## config.mk

```make
export PLATFORM = sky130hd
export DESIGN_NAME = hamming_shift_ctrl
export DESIGN_NICKNAME = d
export VERILOG_FILES = /design/src/rtl/hamming_pkg.sv /design/src/rtl/hamming_bit_cnt.sv /design/src/rtl/hamming_shift_ctrl.sv
export SDC_FILE = /design/constraint.sdc
export NUM_CORES = 1
export LEC_CHECK = 0
export BUFFER_PORTS_ARGS = -buffer_cell sky130_fd_sc_hd__clkbuf_2
export CELL_PAD_IN_SITES_DETAIL_PLACEMENT = 0
export CELL_PAD_IN_SITES_GLOBAL_PLACEMENT = 1
export CORE_MARGIN = 1.5
export CORE_UTILIZATION = 35
export DETAILED_ROUTE_END_ITERATION = 8
export GPL_TIMING_DRIVEN = 0
export PLACE_DENSITY_LB_ADDON = 0.25
export SYNTH_ARGS = -nofsm -noshare
export SYNTH_HDL_FRONTEND = slang
export SYNTH_SLANG_ARGS = --single-unit
```

## constraint.sdc

```tcl
create_clock -name clk -period 2.8 [get_ports clk]
set_clock_uncertainty 0.2 [all_clocks]
set_input_delay 0.28 -clock clk [delete_from_list [all_inputs] [get_ports clk]]
set_output_delay 0.28 -clock clk [all_outputs]
set_load 0.005 [all_outputs]
```

## src/rtl/hamming_pkg.sv

```systemverilog
// Shared constants and types for the Hamming codeword serialiser.
package hamming_pkg;

  localparam int unsigned CW_WIDTH   = 15;
  localparam int unsigned DATA_WIDTH = 11;
  localparam int unsigned STATE_W    = 2;

  typedef enum logic [STATE_W-1:0] {
    IDLE  = 2'd0,
    LOAD  = 2'd1,
    SHIFT = 2'd2,
    DONE  = 2'd3
  } state_t;

endpackage

```

## src/rtl/hamming_bit_cnt.sv

```systemverilog
// Frame bit counter: synchronous clear, count enable and last-bit flag.
module hamming_bit_cnt
  import hamming_pkg::*;
#(
  parameter int unsigned WIDTH = CW_WIDTH,
  parameter int unsigned CNT_W = 5
) (
  input  logic             clk,
  input  logic             RST,
  input  logic             clr,
  input  logic             en,
  output logic [CNT_W-1:0] cnt,
  output logic             tc
);

  localparam logic [CNT_W-1:0] LAST = CNT_W'(WIDTH - 1);

  always_ff @(posedge clk) begin
    if (RST || clr) begin
      cnt <= '0;
    end else if (en) begin
      cnt <= cnt + CNT_W'(1);
    end
  end

  // Flags the bit whose shift completes the frame.
  assign tc = (cnt == LAST);

endmodule

```

## src/rtl/hamming_shift_ctrl.sv

```systemverilog
// Load/shift sequencer feeding a codeword LSB-first into an external shift register.
module hamming_shift_ctrl
  import hamming_pkg::*;
#(
  parameter int unsigned WIDTH = CW_WIDTH,
  parameter int unsigned CNT_W = 5
) (
  input  logic             clk,
  input  logic             RST,
  input  logic             cw_valid,
  output logic             cw_ready,
  input  logic [WIDTH-1:0] cw_data,
  input  logic             abort,
  input  logic             ser_ready,
  output logic             sr_load,
  output logic             sr_shift,
  output logic [WIDTH-1:0] sr_par,
  output logic [CNT_W-1:0] bit_cnt,
  output logic             busy,
  output logic             frame_done
);

  state_t state;
  state_t state_nxt;
  logic   accept;
  logic   cnt_clr;
  logic   cnt_tc;

  assign cw_ready = !RST && ((state == IDLE) || (state == DONE));
  // Abort outranks a handshake, so the codeword is not captured either.
  assign accept   = cw_valid && cw_ready && !abort;
  assign cnt_clr  = abort || (state == LOAD);

  always_ff @(posedge clk) begin
    if (RST) begin
      state <= IDLE;
    end else begin
      state <= state_nxt;
    end
  end

  always_ff @(posedge clk) begin
    if (RST) begin
      sr_par <= '0;
    end else if (accept) begin
      sr_par <= cw_data;
    end
  end

  always_comb begin
    state_nxt  = state;
    sr_load    = 1'b0;
    sr_shift   = 1'b0;
    busy       = 1'b0;
    frame_done = 1'b0;
    if (!RST) begin
      case (state)
        IDLE: begin
          if (accept) state_nxt = LOAD;
        end
        LOAD: begin
          sr_load   = 1'b1;
          busy      = 1'b1;
          state_nxt = SHIFT;
        end
        SHIFT: begin
          busy     = 1'b1;
          sr_shift = ser_ready;
          if (ser_ready && cnt_tc) state_nxt = DONE;
        end
        DONE: begin
          busy       = 1'b1;
          frame_done = 1'b1;
          state_nxt  = accept ? LOAD : IDLE;
        end
        default: state_nxt = IDLE;
      endcase
      if (abort) state_nxt = IDLE;
    end
  end

  hamming_bit_cnt #(
    .WIDTH(WIDTH),
    .CNT_W(CNT_W)
  ) u_bit_cnt (
    .clk(clk),
    .RST(RST),
    .clr(cnt_clr),
    .en (sr_shift),
    .cnt(bit_cnt),
    .tc (cnt_tc)
  );

endmodule

```

# Word level (Yosys, flattened, before mapping)
# Index checks and enable logic that the tools add are counted.
dict set report totals {
  register_bits 22
  output_inout_bits 25
  word_cells 35
}
dict set report op_classes {
  reduce_logical 13
  muxes 12
  addsub 1
  n_eq_ne 6
}
# cell n
set ops {}
lappend ops {{2-to-1 mux 1 bit} 9}
lappend ops {{one-hot mux 2 bit (4 select lines)} 1}
lappend ops {{adder 5 x 1 -> 5 bit (second input constant)} 1}
lappend ops {{equality test 5 x 4 -> 1 bit (second input constant)} 1}
lappend ops {{equality test 2 bit (second input constant)} 2}
lappend ops {{logical AND 1 bit} 4}
lappend ops {{2-to-1 mux 2 bit} 2}
lappend ops {{!= test 2 bit (second input constant)} 2}
lappend ops {{logical OR 1 bit} 3}
lappend ops {{OR reduction 3 bit} 1}
lappend ops {{equality test 2 x 1 -> 1 bit (second input constant)} 1}
lappend ops {{logical NOT 1 bit} 2}
lappend ops {{logical NOT 2 bit} 1}
lappend ops {{AND reduction 2 bit} 1}
lappend ops {{OR reduction 2 bit} 1}

# Longest topological paths before layout
# Gate-level depths: netlist of run 1.
dict set report logic_depth {
  word_depth 7
  depth_mapped 7
  ltp_nobuf 6
}

# Cells and area by module
# Synthesis of run 1 repeated with hierarchy kept, for this count alone.
dict set report hier_totals {
  hier_cells 123
  area_unflattened_um2 1062.3
}
# mod seq_area_each_um2 area_each_um2 instances cells_each
set modules_own_cells {}
lappend modules_own_cells {hamming_shift_ctrl 340.3 794.5 1 97}
lappend modules_own_cells {hamming_bit_cnt 100.1 267.8 1 26}

# Least setup slack after synthesis of run 1
# OpenSTA, ideal clock, no wires.
dict set report synth_path {
  path_type {reg2reg}
  from {register state[0]}
  to {register state[0]}
  setup_slack_ps 910
  synth_period_minus_slack_ps 1890
  setup_ps 122
  required_ps 2478
  path_stages_with_launch 7
  arrival_time_ps 1568
  n_path_buf 0
  cell_sequence {dfxtp_1 inv_1 ha_1 nor4b_4 nand2b_1 a21oi_1 a221o_1}
}
dict set report synth_via {
  elab_chain_cells 7
  word_cells_on_any_way 13
  classes_between {5 x eq/ne; 2 x mux; 6 x reduce/logical}
}
# item line_no
set synth_lines {}
lappend synth_lines {{start, declared} hamming_shift_ctrl.sv:23} ;# state_t state;
lappend synth_lines {{start signal, assigned} hamming_shift_ctrl.sv:38} ;# state <= state_nxt;
lappend synth_lines {{equality test 2 bit or logical NOT 2 bit (tied branches)} {hamming_shift_ctrl.sv:29, hamming_shift_ctrl.sv:57}}
lappend synth_lines {{logical OR 1 bit} hamming_shift_ctrl.sv:29} ;# assign cw_ready = !RST && ((state == IDLE) || (state == DONE));
lappend synth_lines {{logical AND 1 bit} hamming_shift_ctrl.sv:29}
lappend synth_lines {{logical AND 1 bit (2 in a row)} hamming_shift_ctrl.sv:31} ;# assign accept = cw_valid && cw_ready && !abort;
lappend synth_lines {{2-to-1 mux 1 bit or != test 2 bit (tied branches)} -}
lappend synth_lines {{one-hot mux 2 bit (4 select lines) or AND reduction 2 bit (tied branches)} -}
# Parallel ways exist; a longest one is shown, timed or not.
# A chain may end at the register's enable or synchronous reset.

# Final worst setup path of run 1
dict set report layout_path {
  from {register state[0]}
  to {register sr_par[10]}
}
dict set report layout_via {
  elab_chain_cells 5
  word_cells_on_any_way 6
  classes_between {1 x eq/ne; 5 x reduce/logical}
}
# item line_no
set layout_lines {}
lappend layout_lines {{equality test 2 bit or logical NOT 2 bit (tied branches)} hamming_shift_ctrl.sv:29}
lappend layout_lines {{logical OR 1 bit *} hamming_shift_ctrl.sv:29}
lappend layout_lines {{logical AND 1 bit *} hamming_shift_ctrl.sv:29}
lappend layout_lines {{logical AND 1 bit * (2 in a row)} hamming_shift_ctrl.sv:31}
lappend layout_lines {{end signal, assigned} hamming_shift_ctrl.sv:46} ;# sr_par <= cw_data;
lappend layout_lines {{end, declared} hamming_shift_ctrl.sv:17} ;# output logic [WIDTH-1:0] sr_par,
# Mark *: on every way between the ends. The rest lies on a longest branch, timed or not.

==> results of run 1 <==
[layer usage]
| layer | share of wire (%) | vias to the layer above | wire length (microns) | global-route usage (%) |
|---|---|---|---|---|
| met5 | 0 | - | 0 | 0 |
| met4 | 0.72 | 0 | 17 | 5.980 |
| met3 | 5.8 | 2 | 137 | 3.401 |
| met2 | 48 | 35 | 1132 | 27.75 |
| met1 | 45 | 460 | 1059 | 19.64 |
| li1 | - | 516 | - | - |
[report_power, final]
| part | internal, mW | switching [mW] | leakage (nW) |
|---|---|---|---|
| Sequential | 0.326 | 0.00700 | 0.179 |
| Clock | 0.145 | 0.0981 | 0.0279 |
| Combinational | 0.0482 | 0.0356 | 0.466 |
[sequential cells by signal, indices dropped and copies added, names as in the netlist]
register and flops:
sr_par 15, state 2, u_bit_cnt.cnt 5
[worst register-to-register path, delay by kind of cell (launching register included)]
| family | cells | cell delay (ns) |
|---|---|---|
| adder cells (fa/ha/maj) | 1 | 0.37 |
| AO/OA/AOI/OAI | 1 | 0.16 |
| AND/OR/NAND/NOR | 1 | 0.39 |
| buffers and inverters | 2 | 0.43 |
| flip-flops | 1 | 0.43 |
[through the flow]
stage          instance area [sq um]  util, %  instances
2_1_floorplan                   1025        -        119
3_3_place_gp                    1284    46.55        194
3_5_place_dp                    1284    46.55        194
4_1_cts                         1486    53.90        213
5_1_grt                         1486    53.90        213
6_report                        1486    53.90        213
[cell families (layout without fill, tap and decap cells)]
group | count (synthesis) | count (layout) | synth area share (%)
simple gates | 51 | 51 | 27.47
fa+ha+maj | 6 | 6 | 7.326
compound gates | 25 | 25 | 14.41
flops | 22 | 22 | 42.98
buf+inv | 11 | 74 | 4.395
xor+xnor | 4 | 4 | 3.419
[area by class of cell]
type | instances | area, sq um | share of cell area (%)
clock buffers | 3 | 22.52 | 1.515
plain buffers | 6 | 26.28 | 1.768
inverters | 5 | 18.77 | 1.263
clock inverters | 1 | 30.03 | 2.020
flip-flops and latches | 22 | 440.4 | 29.63
repair buffers | 59 | 370.4 | 24.92
well taps | 31 | 38.79 | 2.609
multi-input cells | 86 | 539.3 | 36.28
[worst min-delay path by stage]
stage	cells past startpoint	from	slack, ns	endpoint
after floorplan	2	cw_data[0]	0.19	sr_par[0]
after global placement	2	sr_par[13]	0.26	sr_par[13]
final	4	cw_valid	0.13	state[1]
after detailed placement	2	sr_par[5]	0.27	sr_par[5]
after CTS	4	cw_valid	0.13	state[1]
after global routing	4	cw_valid	0.11	state[1]
[placed cells by master, fill, tap and decap left out]
| master | instances |
|---|---|
| nand4_1 | 3 |
| o21ai_0 | 16 |
| or3_4 | 1 |
| inv_1 | 5 |
| ha_1 | 6 |
| buf_2 | 3 |
| and2_1 | 1 |
| a211oi_2 | 1 |
| o21ai_1 | 1 |
| clkbuf_2 | 44 |
| xnor2_1 | 1 |
| nand2_1 | 17 |
| nor4b_4 | 1 |
| dfxtp_1 | 22 |
| xor2_1 | 3 |
| nand2b_1 | 17 |
| and3b_1 | 1 |
| a21oi_1 | 3 |
| a211oi_1 | 1 |
| clkbuf_1 | 3 |
| nor2b_1 | 2 |
| a32o_1 | 1 |
| clkbuf_4 | 3 |
| bufinv_16 | 1 |
| a21boi_0 | 1 |
| dlygate4sd3_1 | 15 |
| nor2_1 | 8 |
| a221o_1 | 1 |
[repair_timing]
action,4_1_cts,5_1_grt
endpoints found under the hold margin,15,0
setup buffers,0,0
setup endpoints to repair,0,0
hold buffers,15,0
==> impl_metrics.ini, run 1 <==
[setup_path]
startpoint = state[0]
critPathKind = reg2reg
crit_end = sr_par[10]
r2r_setup_slack_ns = 0.70
rr_startpoint = state[0]
reg2regPathDepth = 5
cp.depth = 5
crit_slowest_cell = dfxtp_1
critPathArrivalTime_ns = 2.10
worst_r2r_endpoint = sr_par[10]
path_cells = inv_1, ha_1, nor4b_4, clkbuf_1, o21ai_0
cp.required_ns = 2.79
cp_max_fo = 10
start_kind = flip-flop
worstSetupEndpointType = flip-flop
cp_num_buf_inv = 2
crit_family = buffers and inverters
cp_slowest_stage_delay_ns = 0.43

[floorplanning]
pin_count = 45
fp.dieH_microns = 57.11
floorplan.initialDensity_pct = 37.16
num_rows = 19
core_sq_mm = 0.002758
die_area_sq_mm = 0.003262
die-width_microns = 57.11

[drt]
vias_per_cell = 4.756
drtPass1Iterations = 4
drt_iter0_drc = 24
drc = 0
wl_mm = 2.347
postRouteAntennaNets = 0
via_count = 1013
avgRoutedWirePerCell_microns = 11.02

[global_routing]
grt_max_degree = 14
grt_pass1_wl_mm = 4.202
grt.total_usage_pct = 16.08
grt_pass1_vias = 989
grt-ovfl-total = 0
antenna_found_initial = 0

[cts]
insertion_delay_ns = 0.31
cts_tree = built
numCtsBuffers = 3
cts_resized = 0
cts_max_level = 1
clockBufferDepth = 2
clk_pin_slew_ns = 0.13
root_buffer = clkbuf_4
clock_sinks = 22

[timing]
final.period_utilization_pct = 75.13
min_period_ns = 2.104
hold_viol = 0
fin_ws_ns = 0.6963
slew_headroom_pct = 74.94
setup_viol = 0
tns_ns = 0
max_freq_mhz = 475.4
whs_ns = 0.1278
tightest_slew_ns = 0.3758
grt_setup_unrepaired = false
finalMaxSlewViolations = 0

[logic_synthesis]
yosysWarnings = 0
yosysTopAreaCell = dfxtp_1
synth.net_count = 145
synthTopCellsByArea = dfxtp_1 (43%), nand2b_1 (10%), o21ai_0 (7.8%), ha_1 (7.3%), nand2_1 (6.2%)
synth-seq-cells = 22
netlist_area_sq_mm = 0.001025
synth-seq-area-share_pct = 42.98
synth.most_common_cell = dfxtp_1
syn_avg_cell_area_sq_um = 8.611
synth_flop_cell = dfxtp_1
syn_inst = 119
synth_cell_types = 24
yosys-top-cells-count = dfxtp_1 (22), nand2_1 (17), nand2b_1 (17), o21ai_0 (16), nor2_1 (8)
async_flop_share_pct = 0
synth_top_area_share_pct = 42.98
synth-edff-count = 0

[placement]
dp_hpwl_mm = 1.724
post-place-ws_ns = 0.6927
port_buffers = 44
place.gp.congestion = 0.7289

[finish]
nFillCells = 266
diodes = 0
syn_to_final_growth_pct = 45.06
fin_nets = 209
drive_above_1_share_pct = 29.67

[worst_hold_path]
hold_path.class = in2reg

[power_and_ir_drop]
ir_drop_mv = 0.3440
power_density_mw_per_mm2 = 443.5
p_leak_nw = 0.6733
power_mw = 0.6592

[flow_run]
drv_cap = 0

[run_status]
outcome = completed
Power figures use the tool's default switching activity.
==> run 2: changes to the inputs <==
- CORE_UTILIZATION: 35 -> 32
- clock period: 2.8 -> 2.15 ns (I/O delays scaled with it)
==> run 2 against run 1 <==
- non-clock buffer count stayed put
- via count is 0.99% lower
- critical path depth grew 1
- register-to-register slack worse by 0.54 ns
- sequential share of layout area is 0.23 points lower
==> impl_metrics.ini, run 2 (synthesized netlist as in run 1, its figures left out) <==
[floorplanning]
num_rows = 20
core_sq_mm = 0.003053
floorplan.initialDensity_pct = 33.57
die-width_microns = 59.59
pin_count = 45
die_area_sq_mm = 0.003551
fp.dieH_microns = 59.59

[cts]
cts_max_level = 1
clock_sinks = 22
root_buffer = clkbuf_4
clockBufferDepth = 2
numCtsBuffers = 3
postCtsSetupRepairBufs = 0
clk_pin_slew_ns = 0.12
cts_tree = built
insertion_delay_ns = 0.31

[timing]
tightest_slew_ns = 0.3925
slew_headroom_pct = 73.83
setup_viol = 0
finalMaxSlewViolations = 0
min_period_ns = 1.991
grt_setup_unrepaired = false
max_freq_mhz = 502.2
whs_ns = 0.05256
hold_viol = 0
final.period_utilization_pct = 92.62

[drt]
drc = 0
drt_iter0_drc = 34
avgRoutedWirePerCell_microns = 11.16
postRouteAntennaNets = 0
via_count = 1003
wl_mm = 2.522
drtPass1Iterations = 4
vias_per_cell = 4.438

[global_routing]
grt_pass1_wl_mm = 4.036
grt_pass1_vias = 936
antenna_found_initial = 0
grt_max_degree = 14
grt.total_usage_pct = 15.33
grt-ovfl-total = 0

[finish]
diodes = 0
mostFrequentLayoutCells = clkbuf_2 (45), dfxtp_1 (20), nand2b_1 (17), nand2_1 (17), o21ai_0 (16)
final_util_pct = 49.34
drive_above_1_share_pct = 31.32
syn_to_final_growth_pct = 47.01
largest_register = sr_par
reg.largest.list = sr_par (15), u_bit_cnt.cnt (5), state (2)
fin_nets = 209
final_common_cell = clkbuf_2
largest_reg_flops = 15

[flow_run]
drv_cap = 0

[power_and_ir_drop]
p_leak_nw = 0.6776
power_density_mw_per_mm2 = 574.5
ir_drop_mv = 0.2616

[setup_path]
start_kind = flip-flop
cp_max_fo = 6
critPathKind = reg2reg
cp.required_ns = 2.16
worstSetupEndpointType = flip-flop
critPathArrivalTime_ns = 2.00

[worst_hold_path]
hold_path.class = in2reg

[placement]
dp_hpwl_mm = 1.768
place.gp.congestion = 0.7524
port_buffers = 44

[run_status]
outcome = completed
-- run 2: area by class of cell --
| cell class | count | area (sq um) |
|---|---|---|
| Buffer | 6 | 27.53 |
| Clock buffer | 3 | 22.52 |
| Clock inverter | 1 | 30.03 |
| Fill cell | 311 | 1546 |
| Inverter | 5 | 18.77 |
| Multi-Input combinational cell | 86 | 539.3 |
| Sequential cell | 22 | 442.9 |
| Tap cell | 44 | 55.05 |
| Timing Repair Buffer | 59 | 370.4 |
-- run 2: where the power goes --
group | leakage [nW] | internal (mW) | switching, mW | total (mW)
clock network | 0.0279 | 0.188 | 0.133 | 0.322
logic | 0.469 | 0.0630 | 0.0470 | 0.110
registers | 0.180 | 0.424 | 0.00961 | 0.434
-- run 2: path summary, 6_finish.rpt --
check / from / to / slack (ns) / cells past startpoint
hold reg to reg: sr_par[10] / sr_par[10] / 0.28 / 2
setup / recovery: state[0] / state[0] / 0.16 / 6
hold / removal: cw_valid / state[1] / 0.05 / 4
setup reg to reg: state[0] / state[0] / 0.16 / 6
-- run 2: critical path: stages (launching register included) --
cell	delay, ns
dfxtp_2	0.40
inv_1	0.08
ha_1	0.37
nor4b_4	0.37
nand2b_1	0.15
a21oi_1	0.06
a221o_1	0.27
-- run 2: through the flow --
| step | instance area (sq um) | std cells | power [mW] | setup WS, ns | setup TNS [ns] |
|---|---|---|---|---|---|
| after floorplan | 1025 | 119 | 0.4836 | 0.2603 | 0 |
| after global placement | 1300 | 207 | 0.5293 | 0.08259 | 0 |
| after detailed placement | 1300 | 207 | 0.5314 | -0.009808 | -0.01339 |
| after CTS | 1504 | 226 | 0.8747 | 0.06548 | 0 |
| after global routing | 1506 | 226 | 0.9095 | 0.05351 | 0 |
| final | 1506 | 226 | 0.8655 | 0.1587 | 0 |
-- run 2: per-layer routing --
metal  global-route usage [%]  routed length (microns)
met1                    18.91                     1173
met4                    6.667                       21
met2                    25.27                     1205
met5                        0                        0
met3                    3.712                      121
-- run 2: timing repair --
| item | CTS | global route |
|---|---|---|
| resized for setup | 1 | 2 |
| endpoints found under the setup margin | 3 | 3 |
| hold buffers | 15 | 0 |
| endpoints found under the hold margin | 15 | 0 |
| pin swaps | 0 | 0 |
==> run 3: changes to the inputs <==
- CORE_UTILIZATION: 32 -> 33
- SYNTH_HIERARCHICAL: unset -> 1
==> run 3 against run 2 <==
- maximum frequency is 7.0% higher
- wire length is 8.1% lower
- die area is 0.49% higher
- via count is 3.0% higher
- core utilization is 0.45 points higher
- sequential power hardly changed
- clock power is 44% lower
- final cell count is 1.8% higher
- setup slack better by 0.13 ns
- sequential share of layout area is 0.43 points lower
- worst hold slack better by 0.065 ns
- first-iteration DRC count is 18% higher
- critical endpoint is now sr_par[14]
- largest cell class unchanged
- highest routed layer unchanged
==> impl_metrics.ini, run 3 <==
[run_status]
outcome = completed

[timing]
finalMaxSlewViolations = 0
setup_viol = 0
min_period_ns = 1.862
final.period_utilization_pct = 86.58
tightest_slew_ns = 0.3355
fin_ws_ns = 0.2885
tns_ns = 0
max_freq_mhz = 537.2
hold_viol = 0
grt_setup_unrepaired = false
slew_headroom_pct = 77.63

[finish]
nFillCells = 314
mostFrequentLayoutCells = clkbuf_2 (45), dfxtp_1 (22), nand2_1 (17)
drive_above_1_share_pct = 31.18
reg.largest.list = sr_par (15), u_bit_cnt/cnt (5), state (2)
regArea_sq_um = 440.4
syn_to_final_growth_pct = 43.11
fin_nets = 214
multiInputGateArea_sq_um = 571.8
largest_reg_flops = 15
diodes = 0
largest_register = sr_par
final_common_cell = clkbuf_2

[cts]
cts_max_level = 1
numCtsBuffers = 3
root_buffer = clkbuf_4
cts_tree = built
clock_sinks = 22
clk_pin_slew_ns = 0.12
insertion_delay_ns = 0.30
clockBufferDepth = 2
postCtsSetupRepairBufs = 0

[global_routing]
grt_pass1_wl_mm = 3.774
grt_pass1_vias = 909
grt.total_usage_pct = 13.80
grt-ovfl-total = 0
antenna_found_initial = 0
grt_max_degree = 12

[logic_synthesis]
synth.most_common_cell = dfxtp_1
synth-seq-cells = 22
synth.net_count = 149
syn_avg_cell_area_sq_um = 8.636
async_flop_share_pct = 0
synth-seq-area-share_pct = 41.46
synth_top_area_share_pct = 41.46
synthTopCellsByArea = dfxtp_1 (41%), nand2b_1 (9.4%), o21ai_0 (7.5%), ha_1 (7.1%), nand2_1 (6.0%)
synth_cell_types = 31
synth-adder-area-share_pct = 7.067
synth-compound-area-share_pct = 13.78
synth-edff-count = 0
synth_flop_cell = dfxtp_1
synth_top_family_by_area = simple AND/OR/NAND/NOR gates
synthMuxAreaShare_pct = 2.120
yosys-top-cells-count = dfxtp_1 (22), nand2_1 (17), nand2b_1 (16), o21ai_0 (16)
yosysTopAreaCell = dfxtp_1
netlist_area_sq_mm = 0.001062
yosysWarnings = 6
yosys.area_share.simple_pct = 30.04
synth_xor_area_share_pct = 0.8245
syn_inst = 123

[setup_path]
start_kind = flip-flop
worstSetupEndpointType = flip-flop
path_cells = inv_1, ha_1, nand2b_4, nor3_4, clkbuf_2, o21ai_0
cp_slowest_stage_delay_ns = 0.41
cp_num_buf_inv = 2
r2r_setup_slack_ns = 0.29
crit_slowest_cell = dfxtp_1
critPathKind = reg2reg
cp.depth = 6
critPathArrivalTime_ns = 1.85
cp.required_ns = 2.13
cp_max_fo = 10
crit_family = flip-flops
reg2regPathDepth = 6

[worst_hold_path]
hold_path.class = in2reg
hold_depth = 4

[placement]
place.gp.congestion = 0.8115
port_buffers = 44
post-place-ws_ns = 0.3018
dp_hpwl_mm = 1.725

[floorplanning]
fp.dieH_microns = 59.74
num_rows = 20
pin_count = 45
die-width_microns = 59.74
floorplan.initialDensity_pct = 34.80
die_area_sq_mm = 0.003568
core_sq_mm = 0.003053

[drt]
avgRoutedWirePerCell_microns = 10.07
drtPass1Iterations = 4
wl_mm = 2.317
postRouteAntennaNets = 0
drc = 0
drt_iter0_drc = 40
via_count = 1033
vias_per_cell = 4.491

[power_and_ir_drop]
ir_drop_mv = 0.2974
power_density_mw_per_mm2 = 493.1
p_leak_nw = 0.6746

[flow_run]
drv_cap = 0
-- run 3: cell types whose count changed after synthesis, sizes merged, moves of 2 or more --
cell	change
xor2	-3
or2	+2
nor2	-2
nor3b	+2
mux2	+2
nand3	+2
nor3	+4
-- run 3: cell type report --
class	instances	area share, %
Multi-Input combinational cell	91	37.61
Buffer	6	2.305
Inverter	4	0.9877
Sequential cell	22	28.97
Clock buffer	3	1.481
Tap cell	44	3.621
Timing Repair Buffer	60	25.02
-- run 3: worst paths after layout --
check	startpoint	end
setup / recovery	state[0]	sr_par[14]
hold / removal	cw_valid	state[1]
setup reg to reg	state[0]	sr_par[14]
hold reg to reg	sr_par[4]	sr_par[4]
-- run 3: where the power goes --
part | internal (mW) | total, mW | switching, mW
Clock | 0.0652 | 0.180 | 0.115
Combinational | 0.0731 | 0.132 | 0.0589
Sequential | 0.426 | 0.437 | 0.0109
Total | 0.565 | 0.750 | 0.185
-- run 3: kinds of logic (layout without fill, tap and decap cells) --
logic type | count (synthesis) | in the layout
simple gates | 57 | 57
fa+ha+maj | 6 | 6
flops | 22 | 22
buf+inv | 10 | 73
compound gates | 25 | 25
mux | 2 | 2
xor+xnor | 1 | 1
-- run 3: per-layer routing --
layer / part of all wire [%] / GRT usage (%) / vias to the layer above / wire length [microns]
met4: 0.78 / 5.714 / 0 / 18
met5: 0 / 0 / - / 0
met2: 45 / 21.89 / 28 / 1034
met1: 49 / 17.91 / 463 / 1141
met3: 5.3 / 3.247 / 2 / 123
li1: - / - / 540 / -
-- run 3: timing repair --
action,in CTS,in global routing
endpoints found under the hold margin,16,0
hold buffers,16,0
resized for setup,0,0
setup endpoints to repair,0,0
-- run 3: tightest hold or removal path, cell delays in order --
cell and delay (ns):
clkbuf_2 0.11, nor2_1 0.05, o21ai_0 0.14, a211oi_1 0.06
-- run 3: through the flow --
step                util, %  total power, mW  hold slack, ns  area (sq um)  std cells
floorplan                 -           0.5025         0.09347          1062        123
CTS                   49.80           0.7606          0.1153          1520        230
detailed placement    43.81           0.5570          0.2143          1338        211
global route          49.80           0.7893          0.1589          1520        230
finish                49.80           0.7496          0.1175          1520        230
global placement      43.81           0.5550          0.2125          1338        211
